## src/rtl/alu_pkg.sv

```systemverilog
// rtl/alu_pkg.sv - shared ALU width, state encoding and modular reduction helper
package alu_pkg;

  localparam int ALU_WIDTH = 32;

  typedef enum logic [1:0] {IDLE, RUN, DONE} state_e;

  // Single conditional subtraction; callers guarantee x < 2*m.
  function automatic logic [ALU_WIDTH:0] mod_reduce(input logic [ALU_WIDTH:0] x,
                                                    input logic [ALU_WIDTH:0] m);
    return (x >= m) ? x - m : x;
  endfunction

endpackage

```

## src/rtl/modmul_step.sv

```systemverilog
// rtl/modmul_step.sv - one MSB-first interleaved step: R' = (2R + bit*a) mod p
module modmul_step
  import alu_pkg::*;
#(
  parameter int WIDTH = ALU_WIDTH
) (
  input  logic [WIDTH-1:0] r,
  input  logic [WIDTH-1:0] a,
  input  logic [WIDTH-1:0] p,
  input  logic             bit_i,
  output logic [WIDTH-1:0] r_next
);

  localparam int EW = ALU_WIDTH + 1;

  logic [EW-1:0] p_ext;
  logic [EW-1:0] dbl;
  logic [EW-1:0] sum;

  // One extra bit of headroom: with r, a < p < 2^(WIDTH-1), 2r and dbl+a stay below 2p.
  always_comb begin
    p_ext  = EW'(p);
    dbl    = mod_reduce(EW'({r, 1'b0}), p_ext);
    sum    = bit_i ? mod_reduce(dbl + EW'(a), p_ext) : dbl;
    r_next = WIDTH'(sum);
  end

endmodule

```

## src/rtl/modmul_interleaved.sv

```systemverilog
// rtl/modmul_interleaved.sv - sequential (a*b) mod p, one multiplier bit per clock
module modmul_interleaved
  import alu_pkg::*;
#(
  parameter int WIDTH = ALU_WIDTH
) (
  input  logic             clk,
  input  logic             rst_n,
  input  logic             opselect,
  input  logic [WIDTH-1:0] a,
  input  logic [WIDTH-1:0] b,
  input  logic [WIDTH-1:0] p,
  output logic [WIDTH-1:0] outR,
  output logic             err,
  output logic             rdy
);

  localparam int IW = $clog2(WIDTH);

  state_e           state_q, state_d;
  logic [WIDTH-1:0] a_q, a_d;
  logic [WIDTH-1:0] b_q, b_d;
  logic [WIDTH-1:0] p_q, p_d;
  logic [WIDTH-1:0] r_q, r_d;
  logic [WIDTH-1:0] outr_q, outr_d;
  logic [IW-1:0]    i_q, i_d;
  logic             bad_q, bad_d;
  logic             err_q, err_d;
  logic             rdy_q, rdy_d;
  logic [WIDTH-1:0] r_step;
  logic             op_bad;

  modmul_step #(.WIDTH(WIDTH)) u_step (
    .r      (r_q),
    .a      (a_q),
    .p      (p_q),
    .bit_i  (b_q[i_q]),
    .r_next (r_step)
  );

  assign op_bad = (p < WIDTH'(2)) || p[WIDTH-1] || (a >= p);

  always_comb begin
    state_d = state_q;
    a_d     = a_q;
    b_d     = b_q;
    p_d     = p_q;
    r_d     = r_q;
    outr_d  = outr_q;
    i_d     = i_q;
    bad_d   = bad_q;
    err_d   = err_q;
    rdy_d   = rdy_q;

    case (state_q)
      RUN: begin
        r_d = r_step;
        i_d = i_q - IW'(1);
        if (i_q == '0) state_d = DONE;
      end
      DONE: begin
        outr_d  = bad_q ? '0 : r_q;
        err_d   = bad_q;
        rdy_d   = 1'b1;
        state_d = IDLE;
      end
      default: ;
    endcase

    // rdy_q is only high in DONE on the error path, so a rejected op can be
    // followed back-to-back by a held opselect.
    if (state_q != RUN && rdy_q && opselect) begin
      a_d     = a;
      b_d     = b;
      p_d     = p;
      r_d     = '0;
      i_d     = IW'(WIDTH - 1);
      bad_d   = op_bad;
      rdy_d   = op_bad;
      state_d = op_bad ? DONE : RUN;
    end
  end

  always_ff @(posedge clk or negedge rst_n) begin
    if (!rst_n) begin
      state_q <= IDLE;
      a_q     <= '0;
      b_q     <= '0;
      p_q     <= '0;
      r_q     <= '0;
      outr_q  <= '0;
      i_q     <= '0;
      bad_q   <= 1'b0;
      err_q   <= 1'b0;
      rdy_q   <= 1'b1;
    end else begin
      state_q <= state_d;
      a_q     <= a_d;
      b_q     <= b_d;
      p_q     <= p_d;
      r_q     <= r_d;
      outr_q  <= outr_d;
      i_q     <= i_d;
      bad_q   <= bad_d;
      err_q   <= err_d;
      rdy_q   <= rdy_d;
    end
  end

  assign outR = outr_q;
  assign err  = err_q;
  assign rdy  = rdy_q;

endmodule

```

## config.mk

```make
export PLATFORM = sky130hd
export DESIGN_NAME = modmul_interleaved
export DESIGN_NICKNAME = d
export VERILOG_FILES = /design/src/rtl/alu_pkg.sv /design/src/rtl/modmul_step.sv /design/src/rtl/modmul_interleaved.sv
export SDC_FILE = /design/constraint.sdc
export NUM_CORES = 1
export LEC_CHECK = 0
export ABC_CLOCK_PERIOD_IN_PS = 8100
export CAP_MARGIN = 20
export CELL_PAD_IN_SITES_DETAIL_PLACEMENT = 0
export CELL_PAD_IN_SITES_GLOBAL_PLACEMENT = 1
export CORE_UTILIZATION = 40
export CTS_CLUSTER_DIAMETER = 120
export DETAILED_ROUTE_END_ITERATION = 7
export PLACE_DENSITY_LB_ADDON = 0.2
export SLEW_MARGIN = 25
export SYNTH_ARGS = -nofsm -noshare
export SYNTH_HDL_FRONTEND = slang
export SYNTH_HIERARCHICAL = 1
export SYNTH_SLANG_ARGS = --single-unit
```

## constraint.sdc

```tcl
create_clock -name clk -period 8.1 [get_ports clk]
set_clock_uncertainty 0.05 [all_clocks]
set_input_delay 1.62 -clock clk [delete_from_list [all_inputs] [get_ports clk]]
set_output_delay 1.62 -clock clk [all_outputs]
set_load 0.01 [all_outputs]
```

---- Word level (Yosys, flattened, before mapping) ----
Index checks and enable logic that the tools add are counted.
storage, ports and cells
  bits of input ports ..................... 99
  word-level logic and storage cells ...... 48
  output and inout bits ................... 34
  register bits after elaboration ......... 170
operators by class
  multiplexer cells ....................... 16
  equality and inequality tests ........... 4
  reductions and logical operators ........ 9
  add/sub/neg operators ................... 4
  magnitude comparators ................... 5
operators by type and width
  kind                                                         number
  two-way mux 32 bit                                           5
  greater-or-equal comparator 33 x 32 -> 1 bit                 2
  adder 33 x 32 -> 33 bit                                      1
  two-way mux 33 bit                                           1
  subtractor 33 x 32 -> 33 bit                                 1
  greater-or-equal comparator 32 bit                           1
  less-than comparator 32 x 2 -> 1 bit, second input constant  1
  subtractor 32 bit                                            1
  two-way mux 5 bit                                            2
  less-than comparator 5 x 6 -> 1 bit, second input constant   1
  two-way mux 2 bit                                            3
  binary-select mux 1 bit (select 5 bit)                       1
  zero test 5 bit                                              1
  subtractor 5 x 1 -> 5 bit, second input constant             1
  case mux 2 bit (2 select lines)                              1
  nonzero test 2 bit                                           2
  two-way mux 1 bit                                            3
  inequality test 3 bit, second input constant                 1
  nonzero test 3 bit                                           1
  equality test 2 x 1 -> 1 bit, second input constant          1
  equality test 2 bit, second input constant                   1
  logical AND 1 bit                                            2
  logical OR 1 bit                                             2
  inequality test 2 x 1 -> 1 bit, second input constant        1
  AND reduction 2 bit                                          1

---- Depth between registers and ports, before layout ----
  word-level depth ........................ 8
  mapped depth ............................ 39

---- Hierarchy ----
Netlist, hierarchy kept.
modules (own cells, without submodules)
  module              seq. area each (sq um)  times used  cells an instance  area each (sq um)
  modmul_interleaved  4255.3                  1           760                7472.2
  modmul_step         0.0                     1           895                6059.6

---- Worst setup path after synthesis ----
OpenSTA, ideal clock, no wires.
  path type ............................... register -> register
  start ................................... reg r_q[13]
  end ..................................... reg r_q[2]
  stages on the path, launching flop included .. 35
  data required time ...................... 7929 ps
  slack ................................... 322 ps
  setup time .............................. 121 ps
  clock period less this slack ............ 7778 ps
  arrival ................................. 7607 ps
  cells stage by stage .................... dfrtp_1 -> ha_1 -> a21oi_1 -> o21ai_0 -> or4_1 -> nor3_1 -> nor4b_1 -> nor2_1 -> clkbuf_1 -> buf_1 -> nand2_1 -> o21ai_0 -> ha_1 -> a21o_1 -> nor3_1 -> a211oi_2 -> o311ai_2 -> nand2_1 -> a21o_1 -> a21o_1 -> a21oi_1 -> xor2_1 -> inv_1 -> ha_1 -> and3_1 -> and3_1 -> and4_1 -> a221o_1 -> nand3_1 -> o21ai_0 -> o211ai_1 -> a21boi_4 -> mux2_2 -> mux2_2 -> a22o_1
between the ends
  word-level cells in the longest chain between the ends .. 8
  elaborated cells between the ends (all ways) .. 10
RTL lines
  what                                                                                                 RTL line                   RTL
  start: declaration                                                                                   modmul_interleaved.sv:24   logic [WIDTH-1:0] r_q, r_d;
  start signal: assignment                                                                             modmul_interleaved.sv:101  r_q <= r_d;
  subtractor 33 x 32 -> 33 bit / greater-or-equal comparator 33 x 32 -> 1 bit (equally long branches)  alu_pkg.sv:11              return (x >= m) ? x - m : x;
  two-way mux 33 bit *                                                                                 alu_pkg.sv:11
  adder 33 x 32 -> 33 bit                                                                              modmul_step.sv:24          sum = bit_i ? mod_reduce(dbl + EW'(a), p_ext) : dbl;
  greater-or-equal comparator 33 x 32 -> 1 bit / subtractor 32 bit (equally long branches)             alu_pkg.sv:11
  two-way mux 32 bit                                                                                   alu_pkg.sv:11
  two-way mux 32 bit *                                                                                 modmul_step.sv:24
  via r_step[2]                                                                                        modmul_interleaved.sv:30   logic [WIDTH-1:0] r_step;
  two-way mux 32 bit *                                                                                 modmul_interleaved.sv:55   case (state_q)
  two-way mux 32 bit *                                                                                 modmul_interleaved.sv:72   if (state_q != RUN && rdy_q && opselect) begin
The timed path passes the listed nets; every way through them passes the cells marked *. The select of a mux whose other input is x is not followed.
A chain may end at the register's enable or synchronous reset.

---- Worst setup path after layout ----
  start ................................... reg p_q[3]
  end ..................................... reg r_q[25]
between the ends
  word-level cells in the longest chain between the ends .. 8
  elaborated cells between the ends (all ways) .. 10
RTL lines
  what                                                                                                 RTL line                   RTL
  start: declaration                                                                                   modmul_interleaved.sv:23   logic [WIDTH-1:0] p_q, p_d;
  start signal: assignment                                                                             modmul_interleaved.sv:100  p_q <= p_d;
  subtractor 33 x 32 -> 33 bit / greater-or-equal comparator 33 x 32 -> 1 bit (equally long branches)  alu_pkg.sv:11
  two-way mux 33 bit                                                                                   alu_pkg.sv:11
  adder 33 x 32 -> 33 bit                                                                              modmul_step.sv:24
  subtractor 32 bit / greater-or-equal comparator 33 x 32 -> 1 bit (equally long branches)             alu_pkg.sv:11
  two-way mux 32 bit                                                                                   alu_pkg.sv:11
  two-way mux 32 bit *                                                                                 modmul_step.sv:24
  via r_step[25]                                                                                       modmul_interleaved.sv:30
  two-way mux 32 bit *                                                                                 modmul_interleaved.sv:55
  two-way mux 32 bit *                                                                                 modmul_interleaved.sv:72
Marked as above.

==> results.cfg <==
[run_status]
status = completed

[floorplan]
die-area_um2 = 34570
die_x_um = 185.9
start_util = 0.4107
pin_count = 133
row_count = 66
core_region_area_um2 = 32950
die_h_um = 185.9

[sta]
fmax_mhz = 129.1
setup_viol = 0
layout_worst_path_cycle_share = 0.9561
drv_slew = 0
slew_headroom = 0.4005
tightest_slew_ps = 899.2
hold_violations = 0
min_period_ps = 7745

[critical_path]
cp_slowest_cell = a2111oi_4
crit_required_ps = 8380
critPathKind = reg2reg
crit_family = compound AO/OA/AOI/OAI gates
end_kind = register
critPathMaxStageDelay_ps = 450
cp_data_arrival_time_ps = 8030
cp_max_fo = 7
path_buf_inv = 6
crit_path_frequent_cell = ha_1
start_kind = register

[min_path]
worstHoldPathType = reg2reg

[cells_and_area]
num_antenna_cells = 0
drive_gt1_frac = 0.1088
final_cell_mix = nand2_1, dfrtp_1, o21ai_0, clkdlybuf4s50_1, ha_1
final_util = 0.5052
area_delta_synth_final_pct = 23.01
multi_input_area_um2 = 8870
fin_nets = 2058
final_common_cell = nand2_1
nFillCells = 3268
seqCellArea_um2 = 4259

[clocking]
cts_buffer_depth = 2
htreeDepth = 4
clkTransAtPathRegs_ps = 60
clk_latency_ps = 450
cts-root-buf = clkbuf_16
hold_buffers = 0
cts_buffers = 17
cts_sinks = 170
tritoncts = yes

[place]
dpl.hpwl_um = 32910
gp_congestion = 0.9206
port_buffers = 132

[synth]
async_flop_share = 1.000
yosysWarnings = 6
syn-num-nets = 1887
netlist_instances = 1655
synth_cell_types = 74
synth-seq-area-share = 0.3145
synth_edf_count = 0
syn_area_per_cell_um2 = 8.176
ys_ff_latch = 170
synthFlopType = dfrtp_1
syn_area_um2 = 13530

[route]
first_pass_iters = 5
drc = 0
ant_nets = 0
vias = 12400
drt_iter0_markers = 960
wl_per_cell_um = 18.25
vias_per_cell = 5.436
wirelength_um = 41620

[global_routing]
grt_pass1_wl_um = 65470
grt_usage = 0.2480
grt_max_degree = 104
grt_pass1_vias = 11890
antenna_found_initial = 0
grt-ovfl-total = 0

[flow_run]
max_cap_violations = 0
==> registers in the layout, indices dropped and copies added (netlist names) <==
register and cells:
outR 32, bad_q 1, i_q 5, b_q 32
r_q 32, p_q 32, err 1, rdy 1
a_q 32, state_q 2
==> layout make-up <==
| class | count | area share |
|---|---|---|
| Sequential cell | 170 | 0.2559 |
| Inverter | 97 | 0.02187 |
| Timing Repair Buffer | 216 | 0.1224 |
| Clock inverter | 12 | 0.006990 |
| Clock buffer | 20 | 0.02683 |
| Tap cell | 442 | 0.03322 |
| Multi-Input combinational cell | 1324 | 0.5328 |
==> repair_timing <==
item | 4_1_cts | 5_1_grt
gates resized for setup | 0 | 56
setup endpoints to repair | 0 | 30
buffers inserted | 0 | 11
hold endpoints to repair | 0 | 0
==> cell usage after synthesis (all sizes together) (4+ instances only) <==
library cell	n	area, um^2
nand2	343	1287
a2111oi	8	95.09
xnor2	52	455.4
xor2	29	254.0
o21bai	15	112.6
nand3	29	145.1
nor4	11	68.82
a221oi	4	35.03
a21boi	4	41.29
mux4	10	225.2
a31oi	9	56.30
a22o	32	280.3
nor2	78	292.8
o31ai	5	37.54
inv	97	364.1
o21a	11	82.58
mux2	14	157.7
mux2i	24	240.2
o211ai	14	105.1
nor2b	8	50.05
clkbuf	56	210.2
o21ai	150	750.7
a31o	5	43.79
or3	5	31.28
buf	8	63.81
a21o	38	285.3
ha	130	1627
nor3	24	120.1
nand2b	47	294.0
and3	15	93.84
dfrtp	169	4229
o211a	4	40.04
a211oi	14	110.1
a211o	6	52.55
and2	11	68.82
a21oi	115	575.6
nand4	17	106.4
==> kinds of logic after synthesis <==
logic type,synth area share
mux,0.04605
compound gates,0.2178
fa+ha+maj,0.1246
simple gates,0.1975
buf+inv,0.04716
xor+xnor,0.05243
flops,0.3145
==> path summary, 6_finish.rpt <==
| kind | slack, ps | depth (start not counted) | start | to |
|---|---|---|---|---|
| hold reg to reg | 420 | 2 | b_q[30]$_DFFE_PN0P_ | b_q[30]$_DFFE_PN0P_ |
| setup / recovery | 360 | 33 | p_q[3]$_DFFE_PN0P_ | r_q[25]$_DFFE_PN0P_ |
| min in group asynchronous | 1170 | 1 | rst_n | b_q[25]$_DFFE_PN0P_ |
| max in group asynchronous | 5400 | 2 | rst_n | bad_q$_DFFE_PN0P_ |
| hold / removal | 420 | 2 | b_q[30]$_DFFE_PN0P_ | b_q[30]$_DFFE_PN0P_ |
| setup reg to reg | 360 | 33 | p_q[3]$_DFFE_PN0P_ | r_q[25]$_DFFE_PN0P_ |
==> tightest hold or removal path, cell delays in order (launching register included) <==
cell,delay (ps)
dfrtp_1,340
nand2_1,50
nand2_1,50
==> metal layers <==
layer  part of all wire  up-vias  GRT usage
li1                   -     6198          -
met1               0.51     5841     0.3700
met2               0.43      325     0.3719
met3              0.046       35    0.03639
met4              0.015        0    0.06000
met5                  0        -          0
==> through the flow <==
step                      std cells  TNS, ps  area (um^2)  hold slack, ps  setup slack, ps
after floorplan                1655        0        13530           390.3            322.2
after global placement         2235        0        15710           404.6            253.9
after detailed placement       2235        0        15710           408.3            171.2
after CTS                      2267        0        16280           425.5            134.9
after global routing           2281   -4.464        16650           443.1           -4.464
final                          2281        0        16650           418.6            355.2
Power is left out: the tool's default activity adds up to more than one toggle a clock period on the data nets, which glitch-free logic cannot reach.
